File: src/rtl/uart_pkg.sv
// Shared UART definitions: FSM state encoding, 16x oversampling factor and baud divisor table.
// Pure constants and elaboration-time helpers; no timing or flow-control behaviour of its own.
package uart_pkg;

   localparam int unsigned OVERSAMPLE     = 16;
   localparam int unsigned DEFAULT_CLK_HZ = 50_000_000;

   localparam logic [2:0] IDLE   = 3'd0;
   localparam logic [2:0] START  = 3'd1;
   localparam logic [2:0] DATA   = 3'd2;
   localparam logic [2:0] PARITY = 3'd3;
   localparam logic [2:0] STOP   = 3'd4;

   localparam int unsigned BAUD_TABLE [8] = '{300, 1200, 4800, 9600, 19200, 38400, 57600, 115200};
   localparam int unsigned DIV_TABLE  [8] = '{10417, 2604, 651, 326, 163, 81, 54, 27};

   // The table is exact for the default clock; other clocks get the nearest rounded divisor.
   function automatic int unsigned baud_div(input logic [2:0] code, input int unsigned clk_hz);
      if (clk_hz == DEFAULT_CLK_HZ)
         return DIV_TABLE[code];
      return (clk_hz + (OVERSAMPLE * BAUD_TABLE[code]) / 2) / (OVERSAMPLE * BAUD_TABLE[code]);
   endfunction

endpackage

File: src/rtl/uart_transmitter_baud_controller.sv
// 16x-baud tick generator: one-clk sample_ENABLE every DIV clocks; restart clears the divider.
// Tick is combinational from the counter; no backpressure, free-running between restarts.
module baud_controller
   import uart_pkg::*;
#(
   parameter int unsigned CLK_HZ = DEFAULT_CLK_HZ
) (
   input  logic       clk,
   input  logic       reset,
   input  logic [2:0] baud_select,
   input  logic       restart,
   output logic       sample_ENABLE
);

   localparam int unsigned CW = $clog2(baud_div(3'd0, CLK_HZ) + 1);

   localparam logic [CW-1:0] DIV_M1 [8] = '{
      CW'(baud_div(3'd0, CLK_HZ) - 1), CW'(baud_div(3'd1, CLK_HZ) - 1),
      CW'(baud_div(3'd2, CLK_HZ) - 1), CW'(baud_div(3'd3, CLK_HZ) - 1),
      CW'(baud_div(3'd4, CLK_HZ) - 1), CW'(baud_div(3'd5, CLK_HZ) - 1),
      CW'(baud_div(3'd6, CLK_HZ) - 1), CW'(baud_div(3'd7, CLK_HZ) - 1)
   };

   logic [CW-1:0] cnt;
   logic          wrap;

   assign wrap          = (cnt == DIV_M1[baud_select]);
   assign sample_ENABLE = !restart && wrap;

   always_ff @(posedge clk or negedge reset) begin
      if (!reset)
         cnt <= '0;
      else if (restart || wrap)
         cnt <= '0;
      else
         cnt <= cnt + CW'(1);
   end

endmodule

File: src/rtl/uart_transmitter.sv
// UART 8N1 transmitter (8E1 when UART_TX_PARITY_EN is defined); TxD/Tx_BUSY change one clk after an accepted write.
// Writes while busy or disabled are dropped (no queueing); the driver must wait for Tx_BUSY low.
module uart_transmitter
   import uart_pkg::*;
#(
   parameter int unsigned CLK_HZ = DEFAULT_CLK_HZ
) (
   input  logic       clk,
   input  logic       reset,
   input  logic       Tx_EN,
   input  logic       Tx_WR,
   input  logic [7:0] Tx_DATA,
   input  logic [2:0] baud_select,
   output logic       TxD,
   output logic       Tx_BUSY
);

   logic [2:0] state;
   logic [3:0] tick_cnt;
   logic [2:0] bit_cnt;
   logic [7:0] data_q;
   logic [2:0] baud_q;
`ifdef UART_TX_PARITY_EN
   logic       parity_q;
`endif
   logic       accept;
   logic       tick;
   logic       bit_end;

   assign accept  = Tx_WR && Tx_EN && !Tx_BUSY;
   assign bit_end = tick && (tick_cnt == 4'(OVERSAMPLE - 1));

   // Restarting on accept makes the start bit a full 16*DIV clocks regardless of divider phase.
   baud_controller #(.CLK_HZ(CLK_HZ)) u_baud (
      .clk           (clk),
      .reset         (reset),
      .baud_select   (baud_q),
      .restart       (accept),
      .sample_ENABLE (tick)
   );

   always_ff @(posedge clk or negedge reset) begin
      if (!reset) begin
         state    <= IDLE;
         TxD      <= 1'b1;
         Tx_BUSY  <= 1'b0;
         tick_cnt <= '0;
         bit_cnt  <= '0;
         data_q   <= '0;
         baud_q   <= '0;
`ifdef UART_TX_PARITY_EN
         parity_q <= 1'b0;
`endif
      end else begin
         if (state != IDLE && tick)
            tick_cnt <= tick_cnt + 4'd1;
         case (state)
            IDLE: if (accept) begin
               state    <= START;
               TxD      <= 1'b0;
               Tx_BUSY  <= 1'b1;
               data_q   <= Tx_DATA;
               baud_q   <= baud_select;
               tick_cnt <= '0;
               bit_cnt  <= '0;
`ifdef UART_TX_PARITY_EN
               parity_q <= ^Tx_DATA;
`endif
            end
            START: if (bit_end) begin
               state <= DATA;
               TxD   <= data_q[0];
            end
            DATA: if (bit_end) begin
               if (bit_cnt == 3'd7) begin
`ifdef UART_TX_PARITY_EN
                  state <= PARITY;
                  TxD   <= parity_q;
`else
                  state <= STOP;
                  TxD   <= 1'b1;
`endif
               end else begin
                  bit_cnt <= bit_cnt + 3'd1;
                  data_q  <= {1'b0, data_q[7:1]};
                  TxD     <= data_q[1];
               end
            end
            PARITY: if (bit_end) begin
               state <= STOP;
               TxD   <= 1'b1;
            end
            STOP: if (bit_end) begin
               state   <= IDLE;
               Tx_BUSY <= 1'b0;
            end
            default: begin
               state   <= IDLE;
               TxD     <= 1'b1;
               Tx_BUSY <= 1'b0;
            end
         endcase
      end
   end

endmodule

File: config.mk
export PLATFORM = sky130hd
export DESIGN_NAME = uart_transmitter
export DESIGN_NICKNAME = d
export VERILOG_FILES = /design/src/rtl/uart_pkg.sv /design/src/rtl/uart_transmitter_baud_controller.sv /design/src/rtl/uart_transmitter.sv
export SDC_FILE = /design/constraint.sdc
export NUM_CORES = 1
export LEC_CHECK = 0
export ABC_AREA = 1
export ABC_CLOCK_PERIOD_IN_PS = 3100
export BUFFER_PORTS_ARGS = -buffer_cell sky130_fd_sc_hd__buf_2
export CORE_MARGIN = 2
export CORE_UTILIZATION = 50
export CTS_BUF_LIST = sky130_fd_sc_hd__clkbuf_16
export CTS_CLUSTER_SIZE = 30
export DETAILED_ROUTE_END_ITERATION = 10
export GPL_TIMING_DRIVEN = 0
export PLACE_DENSITY_LB_ADDON = 0.25
export SLEW_MARGIN = 0
export SYNTH_ARGS = -nofsm -noshare
export SYNTH_HDL_FRONTEND = slang
export SYNTH_HIERARCHICAL = 1
export SYNTH_SLANG_ARGS = --single-unit
File: constraint.sdc
create_clock -name clk -period 3.1 [get_ports clk]
set_input_delay 0.31 -clock clk [delete_from_list [all_inputs] [get_ports clk]]
set_output_delay 0.31 -clock clk [all_outputs]
set_load 0.1 [all_outputs]
==> Word-level counts from Yosys, hierarchy flattened <==
Memories as Yosys holds them, arrays and structs flattened.
Index checks and enable logic that the tools add are counted.
{ "op_classes": {"mux": 30, "bitwise_logic": 3, "n_reduce_logical": 17, "eq_ne": 14, "order_cmp": 1, "addsub": 3} }
{ "op_table": {"columns": ["op", "count"], "rows": [
  ["$mux 14", 3],
  ["$mux 3", 9],
  ["$mux 8", 3],
  ["$pmux 8 s2", 1],
  ["$pmux 3 s5", 1],
  ["$add 14x1->14 const B", 1],
  ["$eq 14x14->1", 1],
  ["$mux 4", 3],
  ["$ne 2x2->1 const B", 6],
  ["$mux 1", 7],
  ["$eq 3x2->1 const B", 2],
  ["$eq 3x3->1 const B", 2],
  ["$pmux 3 s2", 1],
  ["$reduce_and 6->1", 1],
  ["$logic_and 1x1->1", 5],
  ["$pmux 1 s5", 1],
  ["$reduce_and 5->1", 1],
  ["$add 4x1->4 const B", 1],
  ["$eq 4x4->1 const B", 1],
  ["$ge 4x4->1 const B", 1],
  ["$not 3->4", 1],
  ["$reduce_and 4->1", 1],
  ["$add 3x1->3 const B", 1],
  ["$eq 3x1->1 const B", 1],
  ["11 further kinds", 13]
]} }
{ "word_totals": {"reg_bits": 37, "elab_cells": 77, "input_bits": 15, "n_memories": 1, "out_inout_bits": 2, "rom_bits": 112} }
{ "mem_list": {"columns": ["name", "words", "word_bits", "rd", "rd_clocked_by_memory_dff", "wr", "line_no", "text"], "rows": [
  ["(name not given)", 8, 14, 1, 0, 0, "uart_transmitter_baud_controller.sv:27", "assign wrap = (cnt == DIV_M1[baud_select]);"]
]} }

==> Longest topological paths before layout <==
{ "logic_depth": {"depth_word": 10, "ltp_mapped": 21, "depth_no_buf": 20} }

==> Hierarchy <==
Netlist, hierarchy kept.
{ "modules_own_cells": {"columns": ["module", "area_per_inst_um2", "n_inst", "cells_per_inst", "seq_area_each_um2"], "rows": [
  ["uart_transmitter", 1249.9, 1, 166, 576.8],
  ["baud_controller", 1132.3, 1, 170, 350.3]
]} }

==> Worst setup path after synthesis <==
No wires, ideal clock.
{ "synth_timing": {"path_type": "flip-flop to flip-flop", "start": "register baud_q[0]", "end": "register data_q[4]", "setup_ps": 74, "arrival_ps": 2154, "stages_incl_launch_ff": 21, "n_path_buf": 1, "slack_ps": 872, "path_cell_list": "dfrtp_1 -> inv_1 -> ha_1 -> inv_1 -> nand2_1 -> nand2_1 -> nand2_1 -> nand2_1 -> nand2_1 -> nor2_1 -> nand3_2 -> nor2_1 -> nand2_1 -> inv_1 -> nand2_1 -> nand2_4 -> nand2_4 -> nor2_4 -> buf_6 -> nand2_1 -> o21ai_2"} }
{ "synth_between": {"elab_chain_len": 9} }
{ "synth_lines": {"columns": ["item", "line_no", "text"], "rows": [
  ["from (decl)", "uart_transmitter.sv:22", "logic [2:0] baud_q;"],
  ["from (signal assigned)", "uart_transmitter.sv:63", "baud_q <= baud_select;"],
  ["$not 3->4 (not written as such)", "uart_transmitter_baud_controller.sv:27", null],
  ["$mem_v2 8x14", null, null],
  ["$mux 14 (not written as such) (2 in series)", "uart_transmitter_baud_controller.sv:27", null],
  ["$eq 14x14->1", "uart_transmitter_baud_controller.sv:27", null],
  ["$logic_and 1x1->1", "uart_transmitter_baud_controller.sv:28", "assign sample_ENABLE = !restart && wrap;"],
  ["named net tick", "uart_transmitter.sv:27", "logic tick;"],
  ["$logic_and 1x1->1", "uart_transmitter.sv:31", "assign bit_end = tick && (tick_cnt == 4'(OVERSAMPLE - 1));"],
  ["$ne 2x2->1 (no line)", null, null],
  ["$reduce_and 4->1 (no line)", null, null],
  ["to (signal assigned)", "uart_transmitter.sv:62", "data_q <= Tx_DATA;"],
  ["to (signal assigned)", "uart_transmitter.sv:85", "data_q <= {1'b0, data_q[7:1]};"],
  ["to (decl)", "uart_transmitter.sv:21", "logic [7:0] data_q;"]
]} }
The timed path passes the listed nets, and every way through them passes these cells. The select of a mux whose other input is x is not followed.
A chain may end at the register's enable or synchronous reset.

==> Worst setup path in the final report <==
{ "layout_timing": {"start": "register baud_q[0]", "end": "register state[1]"} }
{ "layout_between": {"elab_chain_len": 9} }
{ "layout_lines": {"columns": ["item", "line_no", "text"], "rows": [
  ["$not 3->4 (not written as such) *", "uart_transmitter_baud_controller.sv:27", null],
  ["$mem_v2 8x14 *", null, null],
  ["$mux 14 (not written as such) * (2 in series)", "uart_transmitter_baud_controller.sv:27", null],
  ["$eq 14x14->1 *", "uart_transmitter_baud_controller.sv:27", null],
  ["$logic_and 1x1->1 *", "uart_transmitter_baud_controller.sv:28", null],
  ["named net tick", "uart_transmitter.sv:27", null],
  ["$logic_and 1x1->1 *", "uart_transmitter.sv:31", null],
  ["$ne 2x2->1 (no line)", null, null],
  ["$reduce_and 6->1 (no line) *", null, null],
  ["to (signal assigned)", "uart_transmitter.sv:44", "state <= IDLE;"],
  ["to (signal assigned)", "uart_transmitter.sv:59", "state <= START;"],
  ["to (signal assigned)", "uart_transmitter.sv:71", "state <= DATA;"],
  ["to (decl)", "uart_transmitter.sv:18", "logic [2:0] state;"]
]} }
The timed path passes the listed nets; every way through them passes the cells marked *. The select of a mux whose other input is x is not followed.

==> impl_metrics.ini <==
[outcome]
status = finished, final reports clean

[clock_tree]
path_clk_slew_ps = 60
htreeDepth = 2
cts_hold_buf = 0
clock_latency_ps = 280
cts.repair.resized = 0
cts_buffers = 5
cts-root-buf = clkbuf_16
cts_tree = yes
cts_num_sinks = 37
cts_setup_buffers = 0
cts_max_path_buffers = 2

[detailed_routing]
vias = 2033
drtIter0Drc = 67
routed_wl_mm = 4.75
dr.pass1.iters = 4
viasPerCell = 4.91
ant_nets = 0
post_drt_wl_per_cell_um = 11.5
drc = 0

[global_routing]
grt_pass1_vias = 1890
grt_pass1_wl_mm = 8.11
grt_antenna_before_repair = 0
grt_max_degree = 38
grt_usage_pct = 19.7
overflow = 0

[sta]
hold_viol_final = 0
setup_viol = 0
maxSlewHeadroom_pct = 45.9
worst_pin_slew_ps = 811
finalCriticalPeriod_ps = 2600
fmax_mhz = 385
fin_ws_ps = 504
rsz0062_at_grt = false
fin_skew_ps = 6.80
tns_ps = 0
fin_crit_sh_pct = 83.7
drv_slew = 0

[critical_path]
worstPathCellList = inv_1, ha_1, inv_1, nand2_1, nand2_1, nand2_1, nand2_1, nand2_1, nor2_1, nand3_2, nor2_1, nand2_1, nor2_1, nor2_1, nor2_1, nand3_1, nand2_1, nand2_1
path_buf_inv = 2
crit_fanout = 6
cpPeakStageDelay_ps = 460
crit_required_ps = 3270
startpoint_type = register
end_kind = register
arrival_ps = 2770
crit_family = simple AND/OR/NAND/NOR gates
crit_type = register to register
crit_slowest_cell = dfrtp_1
timing.critical_path.mode_cell = nand2_1

[layout]
antenna_cells = 0
n_fill_cell = 458
num-nets-final = 383
drive_gt1_share_pct = 13.3
area_growth_pct = 13.0

[synth]
synth_warnings = 6
netlist_instances = 336
synth_largest_area_cell = dfrtp_1
synth_area_um2 = 2380
synth.most_common_cell = nand2_1
synthTopCellsByArea = dfrtp_1 (38%), nand2_1 (17%), inv_1 (6.9%), nor2_1 (6.9%), nand3_1 (5.5%)
synth_fp_nets = 360
ys_async_sr_fraction_pct = 100
synth.distinct_cells = 26
yosys-top-cells-count = nand2_1 (105), inv_1 (44), nor2_1 (44)
synth_flop_cell = dfrtp_1
synth_top_area_share_pct = 37.8
ys_ff_latch = 37
synth_edf_count = 0
seq_area_frac_synth_pct = 38.9
syn_avg_cell_area_um2 = 7.09

[power_and_ir_drop]
p_sw_share_pct = 43.0
p_clk_share_pct = 22.9
p_leak_nw = 1.44
peakVddDrop_mv = 0.559
comb_power_share_pct = 46.8
sequentialPowerShare_pct = 30.3
net-switching-power_w = 0.00105
p_per_area_nw_per_um2 = 908
p_int_w = 0.00139

[run]
timing.max_cap.violations = 0

[hold_path]
hold_class = primary input to asynchronous set/reset pin

[place]
gp_congestion = 0.906
dp_hpwl_mm = 3.57
numPortBuffers = 16
preCtsSetupSlack_ps = 504

[floorplanning]
ios = 17
die-area_um2 = 5330
die_y_um = 73.0
fp.coreArea_um2 = 4660
start_util_pct = 51.1
die_w_um = 73.0
num_rows = 25
-- state kept, by name, indices dropped and copies added, names as in the netlist --
| name | flops |
|---|---|
| state | 3 |
| TxD | 1 |
| bit_cnt | 3 |
| Tx_BUSY | 1 |
| data_q | 8 |
| u_baud/cnt | 14 |
| baud_q | 3 |
| tick_cnt | 4 |
-- kinds of logic after synthesis --
group	after synthesis	share of synthesized area (%)
compound gates	27	6.14
simple gates	200	36.8
xor+xnor	11	4.04
fa+ha+maj	9	4.73
buf+inv	52	9.35
flops	37	38.9
-- through the flow --
stage,cells,hold slack [ps],util (%),total power (W),instance area [um^2]
after floorplan,336,14.4,-,0.00166,2380
after global placement,406,450,54.3,0.00186,2530
after detailed placement,406,448,54.3,0.00189,2530
after CTS,414,156,57.8,0.00246,2690
after global routing,414,203,57.8,0.00266,2690
final,414,127,57.8,0.00244,2690
-- metal layers --
layer | global-route usage [%] | up-vias | wire (um)
li1 | - | 1083 | -
met1 | 23.8 | 926 | 2230
met2 | 34.2 | 18 | 2350
met3 | 4.56 | 6 | 99
met4 | 6.79 | 0 | 66
met5 | 0 | - | 0
-- power groups by stage --
stage | logic [W] | registers [W] | clock network [W]
5_1_grt | 0.00130 | 0.000763 | 0.000591
3_3_place_gp | 0.00112 | 0.000743 | 0
2_1_floorplan | 0.000874 | 0.000786 | 0
3_5_place_dp | 0.00114 | 0.000748 | 0
4_1_cts | 0.00115 | 0.000741 | 0.000570
6_report | 0.00114 | 0.000741 | 0.000559
-- placed cells by master (no fill, tap or decap) --
master / n
nand3b_1: 4
xor2_1: 10
a21oi_1: 1
nand3_2: 1
nor3_1: 5
buf_2: 17
o21ai_1: 6
nor2_1: 44
nand3_1: 26
dfrtp_1: 36
bufinv_16: 1
nand2_1: 105
nand2_4: 3
buf_6: 3
o21ai_0: 17
buf_4: 1
clkinv_1: 1
dfstp_2: 1
nor3_2: 1
nand4_1: 2
xnor2_1: 1
nand2_2: 6
ha_1: 9
inv_2: 3
nor2_4: 2
inv_1: 45
clkbuf_16: 5
or2_2: 1
o21ai_2: 3
-- path summary, 6_finish.rpt --
path                                     start            end  slack (ps)  cells past startpoint
worst max-delay path                 baud_q[0]       state[1]         500                     18
worst min-delay path                     reset  u_baud/cnt[6]         130                      1
worst max register to register       baud_q[0]       state[1]         500                     18
worst min register to register             TxD            TxD         480                      2
max in group asynchronous                reset      baud_q[0]        2460                      1
min in group clk                baud_select[1]      baud_q[1]         270                      3
-- cell type report --
class                           instances  area [um^2]  share of cell area [%]
Inverter                               47          176                    6.55
Clock inverter                          3         37.5                    1.39
Timing Repair Buffer                   16         80.1                    2.97
Tap cell                               54         67.6                    2.51
Buffer                                  5         46.3                    1.72
Sequential cell                        37          927                    34.4
Clock buffer                            5          125                    4.65
Multi-Input combinational cell        247         1230                    45.8
No activity file was read; power rests on OpenSTA's default activity.
